===== src/rtl/ctrl_decode_unit_pkg.sv =====
// Shared definitions for the decode/sequencer slice: field positions, opcodes,
// PC-update codes and the one-hot stage encoding.
package ctrl_decode_unit_pkg;

  localparam int INSTR_W = 16;
  localparam int IMM_W   = 8;
  localparam int SEL_W   = 3;
  localparam int OPC_W   = 4;
  localparam int ALUOP_W = 5;

  localparam int OPC_HI    = 15;
  localparam int OPC_LO    = 12;
  localparam int SELD_HI   = 11;
  localparam int SELD_LO   = 9;
  localparam int ALUOP_LSB = 8;
  localparam int SELA_HI   = 7;
  localparam int SELA_LO   = 5;
  localparam int SELB_HI   = 4;
  localparam int SELB_LO   = 2;
  localparam int IMM_HI    = 7;
  localparam int IMM_LO    = 0;

  localparam logic [OPC_W-1:0] OP_NOP  = 4'd7;
  localparam logic [OPC_W-1:0] OP_JMPA = 4'd12;
  localparam logic [OPC_W-1:0] OP_JMPR = 4'd13;
  localparam logic [OPC_W-1:0] OP_LDW  = 4'd14;
  localparam logic [OPC_W-1:0] OP_STW  = 4'd15;

  typedef enum logic [1:0] {
    PCOP_HOLD  = 2'b00,
    PCOP_INC   = 2'b01,
    PCOP_LOAD  = 2'b10,
    PCOP_RESET = 2'b11
  } pcop_e;

  // One-hot so the stage enables are the state vector itself.
  typedef enum logic [5:0] {
    ST_FETCH    = 6'b000001,
    ST_DECODE   = 6'b000010,
    ST_REGREAD  = 6'b000100,
    ST_ALU      = 6'b001000,
    ST_MEM      = 6'b010000,
    ST_REGWRITE = 6'b100000
  } state_e;

  typedef struct packed {
    logic [SEL_W-1:0]   sel_d;
    logic [SEL_W-1:0]   sel_a;
    logic [SEL_W-1:0]   sel_b;
    logic [ALUOP_W-1:0] aluop;
    logic [IMM_W-1:0]   imme;
    logic               reg_we;
    logic               is_mem;
    logic               is_jmp;
    logic               is_store;
  } fields_t;

  function automatic logic opc_writes_reg(input logic [OPC_W-1:0] opc);
    logic we;
    case (opc)
      4'd6, OP_NOP, OP_JMPA, OP_JMPR, OP_STW: we = 1'b0;
      default:                                we = 1'b1;
    endcase
    return we;
  endfunction

endpackage


===== src/rtl/ctrl_decode_unit_instr_field_decode.sv =====
// Purely combinational split of an instruction word into its control fields.
module ctrl_decode_unit_instr_field_decode
  import ctrl_decode_unit_pkg::*;
(
  input  logic [INSTR_W-1:0] instr_i,
  output fields_t            fields_o
);

  logic [OPC_W-1:0] opc_s;

  assign opc_s = instr_i[OPC_HI:OPC_LO];

  // Field extraction and per-opcode qualifiers
  always_comb begin
    fields_o          = '0;
    fields_o.sel_d    = instr_i[SELD_HI:SELD_LO];
    fields_o.sel_a    = instr_i[SELA_HI:SELA_LO];
    fields_o.sel_b    = instr_i[SELB_HI:SELB_LO];
    fields_o.aluop    = {opc_s, instr_i[ALUOP_LSB]};
    fields_o.imme     = instr_i[IMM_HI:IMM_LO];
    fields_o.reg_we   = opc_writes_reg(opc_s);
    fields_o.is_mem   = (opc_s == OP_LDW) || (opc_s == OP_STW);
    fields_o.is_jmp   = (opc_s == OP_JMPA) || (opc_s == OP_JMPR);
    fields_o.is_store = (opc_s == OP_STW);
  end

endmodule


===== src/rtl/ctrl_decode_unit.sv =====
// Instruction register, multi-cycle stage sequencer and PC-update control
// sitting in front of the ALU. All outputs are registered.
module ctrl_decode_unit
  import ctrl_decode_unit_pkg::*;
(
  input  logic               I_CLK,
  input  logic               I_RST,
  input  logic               I_EN,
  input  logic [INSTR_W-1:0] I_INSTR,
  input  logic               I_MEM_READY,
  input  logic               I_JMPBRANCH,
  output logic               O_EN_FETCH,
  output logic               O_EN_DECODE,
  output logic               O_EN_REGREAD,
  output logic               O_EN_ALU,
  output logic               O_EN_MEM,
  output logic               O_MEM_WE,
  output logic               O_EN_REGWRITE,
  output logic               O_REG_WE,
  output logic [SEL_W-1:0]   O_SEL_D,
  output logic [SEL_W-1:0]   O_SEL_A,
  output logic [SEL_W-1:0]   O_SEL_B,
  output logic [ALUOP_W-1:0] O_ALUOP,
  output logic [IMM_W-1:0]   O_IMME,
  output logic [1:0]         O_PCOP
);

  state_e             state_q, state_d;
  logic [5:0]         en_q, en_d;
  logic [INSTR_W-1:0] ir_q, ir_d;
  fields_t            fld_q, fld_d, dec_s;
  logic               mem_we_q, mem_we_d;
  pcop_e              pcop_q, pcop_d;

  ctrl_decode_unit_instr_field_decode u_field_decode (
    .instr_i  (ir_q),
    .fields_o (dec_s)
  );

  // Next state; en_q stays low after reset until the first enabled edge,
  // so a fetch is only accepted while the request is actually driven.
  always_comb begin
    state_d  = state_q;
    en_d     = en_q;
    ir_d     = ir_q;
    fld_d    = fld_q;
    mem_we_d = mem_we_q;
    pcop_d   = PCOP_HOLD;
    if (I_EN) begin
      case (state_q)
        ST_FETCH: begin
          if (en_q[0] && I_MEM_READY) begin
            state_d = ST_DECODE;
            ir_d    = I_INSTR;
          end else begin
            state_d = ST_FETCH;
          end
        end
        ST_DECODE: begin
          state_d = ST_REGREAD;
          fld_d   = dec_s;
        end
        ST_REGREAD: state_d = ST_ALU;
        ST_ALU:     state_d = fld_q.is_mem ? ST_MEM : ST_REGWRITE;
        ST_MEM: begin
          if (I_MEM_READY) begin
            state_d = ST_REGWRITE;
          end else begin
            state_d = ST_MEM;
          end
        end
        ST_REGWRITE: state_d = ST_FETCH;
        default:     state_d = ST_FETCH;
      endcase
      en_d     = state_d;
      mem_we_d = (state_d == ST_MEM) && fld_q.is_store;
      if (state_d == ST_REGWRITE) begin
        pcop_d = (fld_q.is_jmp && I_JMPBRANCH) ? PCOP_LOAD : PCOP_INC;
      end else begin
        pcop_d = PCOP_HOLD;
      end
    end else begin
      pcop_d = PCOP_HOLD;
    end
  end

  // State and output registers with synchronous reset
  always_ff @(posedge I_CLK) begin
    if (I_RST) begin
      state_q  <= ST_FETCH;
      en_q     <= 6'b000000;
      ir_q     <= '0;
      fld_q    <= '0;
      mem_we_q <= 1'b0;
      pcop_q   <= PCOP_RESET;
    end else begin
      state_q  <= state_d;
      en_q     <= en_d;
      ir_q     <= ir_d;
      fld_q    <= fld_d;
      mem_we_q <= mem_we_d;
      pcop_q   <= pcop_d;
    end
  end

  assign O_EN_FETCH    = en_q[0];
  assign O_EN_DECODE   = en_q[1];
  assign O_EN_REGREAD  = en_q[2];
  assign O_EN_ALU      = en_q[3];
  assign O_EN_MEM      = en_q[4];
  assign O_EN_REGWRITE = en_q[5];
  assign O_MEM_WE      = mem_we_q;
  assign O_REG_WE      = fld_q.reg_we;
  assign O_SEL_D       = fld_q.sel_d;
  assign O_SEL_A       = fld_q.sel_a;
  assign O_SEL_B       = fld_q.sel_b;
  assign O_ALUOP       = fld_q.aluop;
  assign O_IMME        = fld_q.imme;
  assign O_PCOP        = pcop_q;

endmodule


===== config.mk =====
export PLATFORM = sky130hd
export DESIGN_NAME = ctrl_decode_unit
export DESIGN_NICKNAME = d
export VERILOG_FILES = /design/src/rtl/ctrl_decode_unit_pkg.sv /design/src/rtl/ctrl_decode_unit_instr_field_decode.sv /design/src/rtl/ctrl_decode_unit.sv
export SDC_FILE = /design/constraint.sdc
export NUM_CORES = 1
export LEC_CHECK = 0
export ABC_AREA = 1
export CORE_MARGIN = 5
export CORE_UTILIZATION = 30
export CTS_BUF_LIST = sky130_fd_sc_hd__clkbuf_4 sky130_fd_sc_hd__clkbuf_8
export DETAILED_ROUTE_END_ITERATION = 10
export PLACE_DENSITY_LB_ADDON = 0.1
export SLEW_MARGIN = 20
export SYNTH_ARGS = -nofsm -noshare
export SYNTH_HDL_FRONTEND = slang
export SYNTH_SLANG_ARGS = --single-unit

===== constraint.sdc =====
create_clock -name I_CLK -period 2.4 [get_ports I_CLK]
set_clock_uncertainty 0.2 [all_clocks]
set_input_delay 0.48 -clock I_CLK [delete_from_list [all_inputs] [get_ports I_CLK]]
set_output_delay 0.48 -clock I_CLK [all_outputs]
set_load 0.01 [all_outputs]

==> flow_metrics.py, run 1 <==
metrics = {
    "logic_synthesis": {
        "synth.mux.area_fraction_pct": 0,
        "synth_adder_area_share_pct": 0,
        "syn_nets": 289,
        "synthTopCellsByCount": "53 x nand2_1, 46 x dfxtp_1, 42 x nor2_1",
        "synth_area_leaders": "dfxtp_1 46%, nand2_1 10%, buf_4 8.3%",
        "ys_types": 20,
        "synth-xor-area-share_pct": 0,
        "yosysTopAreaCellShare_pct": 46.4,
        "synthArstFlopShare_pct": 0,
        "ys_warn_count": 0,
        "yosys.area_share.simple_pct": 23.7,
        "syn_area_um2": 1980,
        "synth_cells": 268,
        "syn_avg_cell_area_um2": 7.40,
        "synth_edf_count": 0,
        "ys_seq_area_share_pct": 46.4,
        "synth_top_family_by_area": "simple AND/OR/NAND/NOR gates",
        "synth_flop_cell": "dfxtp_1",
        "synth_compound_area_share_pct": 12.6,
        "yosys.area.top_type": "dfxtp_1",
        "ys_ff_latch": 46,
        "synth_most_common_cell": "nand2_1",
    },
    "die": {
        "dieArea_um2": 8340,
        "floorplan.initialDensity_pct": 31.1,
        "coreArea_um2": 6390,
        "dieWidth_um": 91.3,
        "io_pins": 53,
        "rows": 29,
        "die_y_um": 91.3,
    },
    "cells_and_area": {
        "finalNetCount": 320,
        "final.fill_count": 690,
        "drive_above_1_share_pct": 6.35,
        "area_delta_synth_final_pct": 27.2,
        "ff_latch_area_um2": 921,
        "multi_input_area_um2": 721,
        "diodes": 0,
    },
    "setup_path": {
        "critPathLaunchType": "flop",
        "cp_max_fo": 5,
        "path_buf_inv": 1,
        "setup.worst_path.class": "reg -> out",
        "cp_slowest_stage_delay_ps": 580,
        "r2r_setup_slack_ps": 690,
        "cp_cell_sequence": "clkdlybuf4s50_1",
        "slowest_stage": "clkdlybuf4s50_1",
        "critPathArrivalTime_ps": 1320,
        "crit_family": "buffers and inverters",
        "end_kind": "primary output",
        "required_ps": 1720,
    },
    "place": {
        "gp_congestion": 0.840,
        "hpwl_um": 2970,
        "placement.io_buffers": 52,
    },
    "detailed_routing": {
        "wl_per_cell_um": 11.3,
        "drtAntennaViolNets": 0,
        "via_count": 1641,
        "drc": 0,
        "drt-initial-drc-count": 76,
        "wl_um": 4250,
        "viasPerCell": 4.36,
        "firstDrtPassIters": 4,
    },
    "timing": {
        "hold_viol_final": 0,
        "rsz0062_at_grt": "no",
        "finalCritPeriodShare_pct": 83.4,
        "fmax_mhz": 500,
        "slew_violations": 0,
        "fin_tns_setup_ps": 0,
        "post-route-min-period_ps": 2000,
        "setup_violations": 0,
        "max_slew.worst_pin.slew_ps": 569,
        "slew_headroom_pct": 61.9,
    },
    "flow_run": {
        "maxCapViolCount": 0,
    },
    "power": {
        "net-switching-power_uw": 330,
        "power_frac_comb_pct": 8.9,
        "p_clk_share_pct": 38.8,
        "ir_drop_v": 0.000201,
        "p_leak_uw": 0.00108,
        "pwr-share-seq_pct": 52.3,
        "power_density_nw_per_um2": 600,
        "power_uw": 1510,
        "switching_share_pct": 21.8,
        "intPower_uw": 1180,
    },
    "cts": {
        "postCtsHoldBufs": 0,
        "clk_pin_slew_worst_paths_ps": 80,
        "clkLatencyLatePin_ps": 290,
        "cts_buffer_depth": 2,
        "htreeDepth": 2,
        "numCtsBuffers": 5,
        "post_cts_buffers": 0,
        "cts_resized": 0,
        "clock_sinks": 46,
        "clockRootBuffer": "clkbuf_8",
        "tritoncts": "built",
    },
    "grt": {
        "antenna_found_initial": 0,
        "grt_pass1_vias": 1567,
        "grt_max_degree": 33,
        "grt_pass1_wl_um": 7270,
        "grt_usage_pct": 10.5,
        "overflow": 0,
    },
    "hold_path": {
        "min_path_type": "reg -> reg",
    },
    "status": {
        "status": "complete, no violations",
    },
}
power groups by stage:
stage | clock [uW] | combinational, uW | sequential (uW)
2_1_floorplan | 0 | 67.0 | 812
3_3_place_gp | 0 | 136 | 810
3_5_place_dp | 0 | 136 | 810
4_1_cts | 610 | 137 | 793
5_1_grt | 650 | 150 | 795
6_report | 587 | 135 | 792
metrics by stage:
stage	setup WS (ps)	hold slack (ps)	cells	utilization [%]	cell area [um2]
detailed placement	235	242	369	37.7	2410
floorplan	903	230	268	-	1980
global route	316	279	376	39.5	2520
finish	398	258	376	39.5	2520
CTS	369	261	376	39.5	2520
global placement	295	243	369	37.7	2410
cell usage in the layout, fill, tap and decap left out:
| master | netlist | layout |
|---|---|---|
| inv_1 | 25 | 25 |
| clkdlybuf4s50_1 | 0 | 52 |
| nand2_2 | 1 | 1 |
| clkbuf_8 | 0 | 6 |
| o21ai_0 | 10 | 10 |
| nor2_1 | 42 | 42 |
| nand4_1 | 2 | 2 |
| nor3_1 | 1 | 1 |
| buf_4 | 22 | 4 |
| nand2_1 | 53 | 53 |
| a21oi_1 | 27 | 27 |
| nor2_4 | 3 | 3 |
| dfxtp_1 | 46 | 46 |
| o21ai_1 | 13 | 13 |
| buf_12 | 0 | 1 |
| inv_2 | 1 | 1 |
| clkinv_1 | 1 | 1 |
| nor2_2 | 1 | 1 |
| bufinv_16 | 0 | 1 |
| nand3_1 | 8 | 8 |
| nand3_2 | 1 | 1 |
worst paths after layout:
kind / start / endpoint / cells after the start
setup / recovery: state_q[2]$_SDFFE_PP0P_ / O_EN_REGREAD / 1
hold / removal: ir_q[11]$_SDFFE_PP0P_ / O_SEL_D[2]$_SDFFE_PP0P_ / 2
setup reg to reg: state_q[2]$_SDFFE_PP0P_ / ir_q[12]$_SDFFE_PP0P_ / 6
hold reg to reg: ir_q[11]$_SDFFE_PP0P_ / O_SEL_D[2]$_SDFFE_PP0P_ / 2
area by class of cell:
| cell class | instances | share of cell area [%] |
|---|---|---|
| Tap cell | 77 | 3.82 |
| Clock buffer | 6 | 3.27 |
| Sequential cell | 46 | 36.5 |
| Inverter | 27 | 4.02 |
| Timing Repair Buffer | 57 | 22.6 |
| Multi-Input combinational cell | 162 | 28.6 |
| Clock inverter | 1 | 1.19 |
registers in the layout, indices dropped and copies added (netlist names):
register,cells
en_q,1
O_PCOP,2
O_ALUOP,5
O_IMME,3
O_REG_WE,1
state_q,6
fld_q,3
O_SEL_D,3
O_MEM_WE,1
O_SEL_A,3
O_SEL_B,2
ir_q,16
worst reg2reg max path: cells and delay by family, from the launching register on:
family           cells  cell delay, ps
AND/OR/NAND/NOR      6            1030
flip-flops           1             370
logic make-up (layout without fill, tap and decap cells):
logic type	count (synthesis)	count (layout)
simple gates	112	112
buf+inv	60	91
compound gates	50	50
flops	46	46
per-layer routing:
layer  vias up  part of all wire, %  GRT usage, %
met5         -                    0             0
met4         0                  1.4          3.30
met3         7                  5.4          3.72
met2        36                   45          16.4
met1       722                   48          13.7
li1        876                    -             -
Power figures use the tool's default switching activity.
==> run 2, diff against run 1 <==
- clock period: 2.4 -> 2 ns (I/O delays scaled with it)
==> run 2 against run 1 <==
Against the previous run:
- worst setup slack got worse by 310 ps
- routed wire length increased by 1.2%
- global-route usage up 0.45 points
- highest routed layer unchanged
- largest power group unchanged
- clock power shrank 5.5%
- critical path depth is the same
- worst hold slack got worse by 3.2 ps
- critical endpoint unchanged
- non-clock buffer count grew 3
- clock-buffer cell count stayed put
- final cell count is 0.80% higher
- register-to-register slack worse by 290 ps
==> flow_metrics.py, run 2 (synthesized netlist as in run 1, its figures left out) <==
metrics = {
    "status": {
        "status": "complete, no violations",
    },
    "place": {
        "placement.io_buffers": 52,
        "dpl_cell_area_um2": 2440,
        "hpwl_um": 3000,
        "gp_congestion": 0.789,
    },
    "grt": {
        "antenna_found_initial": 0,
        "grt_pass1_vias": 1671,
        "grt_pass1_wl_um": 7510,
        "overflow": 0,
        "grt_usage_pct": 11.0,
        "grt_max_degree": 33,
    },
    "die": {
        "dieArea_um2": 8340,
        "dieWidth_um": 91.3,
        "floorplan.initialDensity_pct": 31.1,
        "io_pins": 53,
        "die_y_um": 91.3,
        "coreArea_um2": 6390,
        "rows": 29,
    },
    "cts": {
        "post_cts_buffers": 0,
        "htreeDepth": 2,
        "clk_pin_slew_worst_paths_ps": 80,
        "cts_buffer_depth": 2,
        "clock_sinks": 46,
        "clockRootBuffer": "clkbuf_8",
        "clkLatencyLatePin_ps": 290,
        "tritoncts": "built",
        "numCtsBuffers": 5,
    },
    "setup_path": {
        "critPathArrivalTime_ps": 1310,
        "cp_slowest_stage_delay_ps": 580,
        "rr_worst_depth": 5,
        "critPathLaunchType": "flop",
        "r2r-end": "O_MEM_WE$_SDFFE_PP0P_",
        "crit_family": "buffers and inverters",
        "critPathLaunch": "state_q[2]$_SDFFE_PP0P_",
        "end_kind": "primary output",
        "r2r_start": "state_q[1]$_SDFFE_PP0P_",
        "cp_max_fo": 5,
        "required_ps": 1400,
        "r2r_setup_slack_ps": 400,
        "cp_cell_sequence": "clkdlybuf4s50_1",
        "path_buf_inv": 1,
        "slowest_stage": "clkdlybuf4s50_1",
        "setup.worst_path.class": "reg -> out",
    },
    "power": {
        "switching_share_pct": 23.5,
        "ir_drop_v": 0.000315,
        "power_density_nw_per_um2": 660,
        "p_clk_share_pct": 33.2,
        "intPower_uw": 1280,
        "power_frac_comb_pct": 9.8,
        "net-switching-power_uw": 393,
        "p_leak_uw": 0.00108,
        "pwr-share-seq_pct": 57.0,
    },
    "timing": {
        "slew_violations": 0,
        "rsz0062_at_grt": "no",
        "hold_viol_final": 0,
        "finalCritPeriodShare_pct": 95.6,
        "fin_tns_setup_ps": 0,
        "setup_violations": 0,
        "max_slew.worst_pin.slew_ps": 370,
        "fmax_mhz": 523,
        "slew_headroom_pct": 75.3,
        "post-route-min-period_ps": 1910,
    },
    "flow_run": {
        "maxCapViolCount": 0,
    },
    "cells_and_area": {
        "final.fill_count": 690,
        "area_delta_synth_final_pct": 27.6,
        "stdcell_area_um2": 2530,
        "multi_input_area_um2": 721,
        "ff_latch_area_um2": 922,
        "mostFrequentLayoutCell": "nand2_1",
        "final_cell_mix": "53 x nand2_1, 52 x clkdlybuf4s50_1, 45 x dfxtp_1",
        "largest_register_ffs": 16,
        "drive_above_1_share_pct": 7.62,
        "largest-register": "ir_q",
        "diodes": 0,
        "finalNetCount": 323,
    },
    "hold_path": {
        "hold_path_depth": 2,
        "holdCritStartpoint": "ir_q[6]$_SDFFE_PP0P_",
        "min_to": "O_SEL_A[1]$_SDFFE_PP0P_",
        "min_path_type": "reg -> reg",
    },
    "detailed_routing": {
        "drc": 0,
        "wl_um": 4300,
        "firstDrtPassIters": 4,
        "wl_per_cell_um": 11.3,
        "viasPerCell": 4.30,
        "drt-initial-drc-count": 41,
        "drtAntennaViolNets": 0,
        "via_count": 1631,
    },
}
[run 2: cell types whose count changed in the layout (fill, tap and decap cells not counted)]
cell / delta
buf_12: +1
buf_4: +2
bufinv_16: -1
clkbuf_4: +1
clkbuf_8: -1
clkinvlp_4: +1
dfxtp_1: -1
dfxtp_2: +1
[run 2: metrics by stage]
stage	hold slack [ps]	setup slack, ps	instances	total power [uW]	util, %
final	255	87.6	379	1670	39.6
after global routing	281	16.4	379	1760	39.6
after CTS	256	50.1	379	1710	39.6
after detailed placement	243	177	372	1140	38.3
after global placement	240	188	372	1140	38.3
after floorplan	230	577	268	1050	-
[run 2: how the worst max path moves through the flow]
stage | end | cells past startpoint
detailed placement | ir_q[5]$_SDFFE_PP0P_ | 7
global placement | ir_q[15]$_SDFFE_PP0P_ | 7
global route | O_EN_REGREAD | 1
finish | O_EN_REGREAD | 1
floorplan | ir_q[10]$_SDFFE_PP0P_ | 7
CTS | O_EN_ALU | 1
[run 2: repair_timing]
item	in CTS	in global routing
gates resized for setup	0	1
hold endpoints to repair	0	0
endpoints found under the setup margin	0	1
hold buffers	0	0
[run 2: final cells by class]
class / instances / area share, %
Multi-Input combinational cell: 162 / 28.5
Clock inverter: 1 / 0.297
Sequential cell: 46 / 36.4
Timing Repair Buffer: 60 / 23.9
Inverter: 27 / 4.01
Tap cell: 77 / 3.81
Clock buffer: 6 / 3.02
[run 2: routing by layer]
layer  track usage [%]  vias to the layer above  part of all wire [%]
met5                 0                        -                     0
met4              4.03                        0                   1.6
met3              3.64                        6                   4.6
met2              17.2                       38                    43
met1              14.1                      707                    50
li1                  -                      880                     -
[run 2: power by group through the flow]
stage	Sequential (uW)	Combinational, uW	Clock [uW]
after floorplan	974	80.4	0
after global placement	973	166	0
after detailed placement	973	165	0
after CTS	951	166	589
after global routing	955	183	626
final	951	164	555
